`src/rtl/ula.sv`:
```
// Registered AND/OR/ADD slice with an op-selected result; one cycle latency,
// one operation per cycle, no flow control (never stalls).
module ula #(
  parameter int WIDTH = 1
) (
  input  logic             clk,
  input  logic             rst,
  input  logic [WIDTH-1:0] a,
  input  logic [WIDTH-1:0] b,
  input  logic             op,
  output logic [WIDTH-1:0] z,
  output logic [WIDTH-1:0] y0,
  output logic [WIDTH-1:0] y1,
  output logic [WIDTH-1:0] y2
);

  logic [WIDTH-1:0] and_res;
  logic [WIDTH-1:0] or_res;
  logic [WIDTH-1:0] add_res;

  always_comb begin
    and_res = a & b;
    or_res  = a | b;
    add_res = a + b;
  end

  // z selects from the unregistered results so it lines up with y0/y1 in the same cycle.
  always_ff @(posedge clk) begin
    if (rst) begin
      z  <= '0;
      y0 <= '0;
      y1 <= '0;
      y2 <= '0;
    end else begin
      z  <= op ? or_res : and_res;
      y0 <= and_res;
      y1 <= or_res;
      y2 <= add_res;
    end
  end

endmodule

```
`config.mk`:
```
export PLATFORM = sky130hd
export DESIGN_NAME = ula
export DESIGN_NICKNAME = d
export VERILOG_FILES = /design/src/rtl/ula.sv
export SDC_FILE = /design/constraint.sdc
export NUM_CORES = 1
export LEC_CHECK = 0
export BUFFER_PORTS_ARGS = -buffer_cell sky130_fd_sc_hd__buf_2
export CORE_AREA = 2 2 39 41
export DETAILED_ROUTE_END_ITERATION = 6
export DIE_AREA = 0 0 41 43
export HOLD_SLACK_MARGIN = 0.05
export PLACE_DENSITY = 0.3
export SLEW_MARGIN = 25
export SYNTH_ARGS = -nofsm -noshare
export SYNTH_HDL_FRONTEND = slang
export SYNTH_SLANG_ARGS = --single-unit
```
`constraint.sdc`:
```
create_clock -name clk -period 1.1 [get_ports clk]
set_input_delay 0.165 -clock clk [delete_from_list [all_inputs] [get_ports clk]]
set_output_delay 0.165 -clock clk [all_outputs]
set_load 0.02 [all_outputs]
```
==> qor.yml <==
status: "finished, final reports clean"
clkSlewWorstSetupHoldPaths_ps: 30
clockBufferDepth: 2
vias: 112
die_w_um: 41
max-cap-violations: 0
cp_data_arrival_time_ps: 680
hold_buffers: 0
yosysTopAreaCell: "dfxtp_1"
hp-start: "op"
setup_ws_ps: 252
critPathKind: "register to output port"
route.detailed.drc: 0
tritoncts: "done"
hold_violations: 0
rows: 14
yosys_warnings: 0
cpPeakStageDelay_ps: 300
post-route-util: 0.161
io_pins: 9
critPathBufInv: 1
cts.repair.resized: 0
fmax_ghz: 1.18
power_uw: 378
antenna_found_initial: 0
synth.most_common_cell: "dfxtp_1"
min_path_cells: 2
synth_edf_count: 0
wl_per_cell_um: 6.40
hp-class: "primary input to register"
syn_area_um2: 140
slew_headroom: 0.877
irDropWorstVdd_mv: 0.500
htreeDepth: 1
dieArea_mm2: 0.00176
placed_cells: 37
worstPathRequired_ps: 940
ys_ff_latch: 4
gp_congestion: 0.600
worstMarginPinSlew_ps: 183
crit_fanout: 1
fp.dieH_um: 43
core_mm2: 0.00138
finalCriticalPeriod_ps: 848
cts_buffers: 3
fin_cells: 40
synth_area_leaders: "dfxtp_1, ha_1, nor2b_1"
power_leakage_nw: 0.118
postCtsSetupBuffers: 0
insertedDiodeCount: 0
power.density_mw_per_mm2: 1700
synthArstFlopShare: 0
setup_viol: 0
area_delta_synth_final_pct: 58.9
synth_top_area_frac: 0.571
rsz0062_at_grt: "false"
yosys-top-cells-count: "dfxtp_1, ha_1, inv_1, nor2_1, nor2b_1"
track_usage: 0.0452
vias_per_cell: 2.80
setup_tns_ps: 0
syn_inst: 13
layout.nets: 33
drive_gt1_frac: 0.458
fin_crit_sh: 0.770
grt_first_pass_wirelength_um: 441
root_buffer: "clkbuf_4"
crit_path_top_delay_cell: "dfxtp_1"
clock_sinks: 4
dr.first_iter.drc_count: 3
drv_slew: 0
end_kind: "output port"
avgSynthCellArea_um2: 10.8
cp-start-kind: "register"
path_delay_family: "flip-flops"
firstDrtPassIters: 2
ys_types: 6
overflow: 0
wirelength_um: 256
ys.flop_type: "dfxtp_1"
postRouteAntennaNets: 0
start_util: 0.101
cp_cell_sequence: "buf_2"
syn_nets: 20
seq_area_frac_synth: 0.571
hold_end: "z$_SDFF_PP0_"
grt_max_degree: 5
place_ws_ps: 280
port_buffers: 8
grt_pass1_vias: 119
## stage by stage
step	hold WS [ps]	area [um2]
floorplan	237	140
global placement	371	200
detailed placement	372	200
CTS	127	223
global route	135	223
finish	137	223
## worst max-delay path by stage
stage                              from       endpoint  cells after the start
after global routing      y0$_SDFF_PP0_             y0                      1
final                      z$_SDFF_PP0_              z                      1
after detailed placement              a   z$_SDFF_PP0_                      4
after global placement                a   z$_SDFF_PP0_                      4
after CTS                  z$_SDFF_PP0_              z                      1
after floorplan                       a  y2$_SDFF_PP0_                      3
## placed cells by master, fill, tap and decap left out
master / n
nor2_1: 2
a211oi_1: 1
buf_2: 8
nor2b_1: 2
ha_1: 2
clkbuf_4: 3
inv_1: 2
dfxtp_1: 4
## layout make-up
class | count | area [um2]
inverters | 2 | 7.51
repair buffers | 8 | 40.0
flip-flops and latches | 4 | 80.1
well taps | 16 | 20.0
clock buffers | 3 | 22.5
multi-input cells | 7 | 52.6
fillers | 159 | 1160
## state kept, by name, indices dropped and copies added (netlist names)
signal and cells:
y0 1, y2 1, y1 1, z 1
## where the power goes
group	switching [mW]	leakage, nW	internal (mW)
Sequential	0.00195	0.0333	0.155
Clock	0.0553	0.0138	0.122
Combinational	0.0257	0.0706	0.0184
Total	0.0830	0.118	0.295
## metal layers
metal  vias up  global-route usage  wire (um)
met2         9              0.0344         50
li1         62                   -          -
met4         0              0.0400          0
met1        41              0.0516        152
met5         -                   0          0
met3         0              0.0628         53
## logic make-up (layout without fill, tap and decap cells)
logic type	count (synthesis)	after routing	share of synthesized area
buf+inv	2	13	0.0536
simple gates	4	4	0.143
compound gates	1	1	0.0536
fa+ha+maj	2	2	0.179
flops	4	4	0.571
Note: power is estimated with default switching activity, not from simulation.
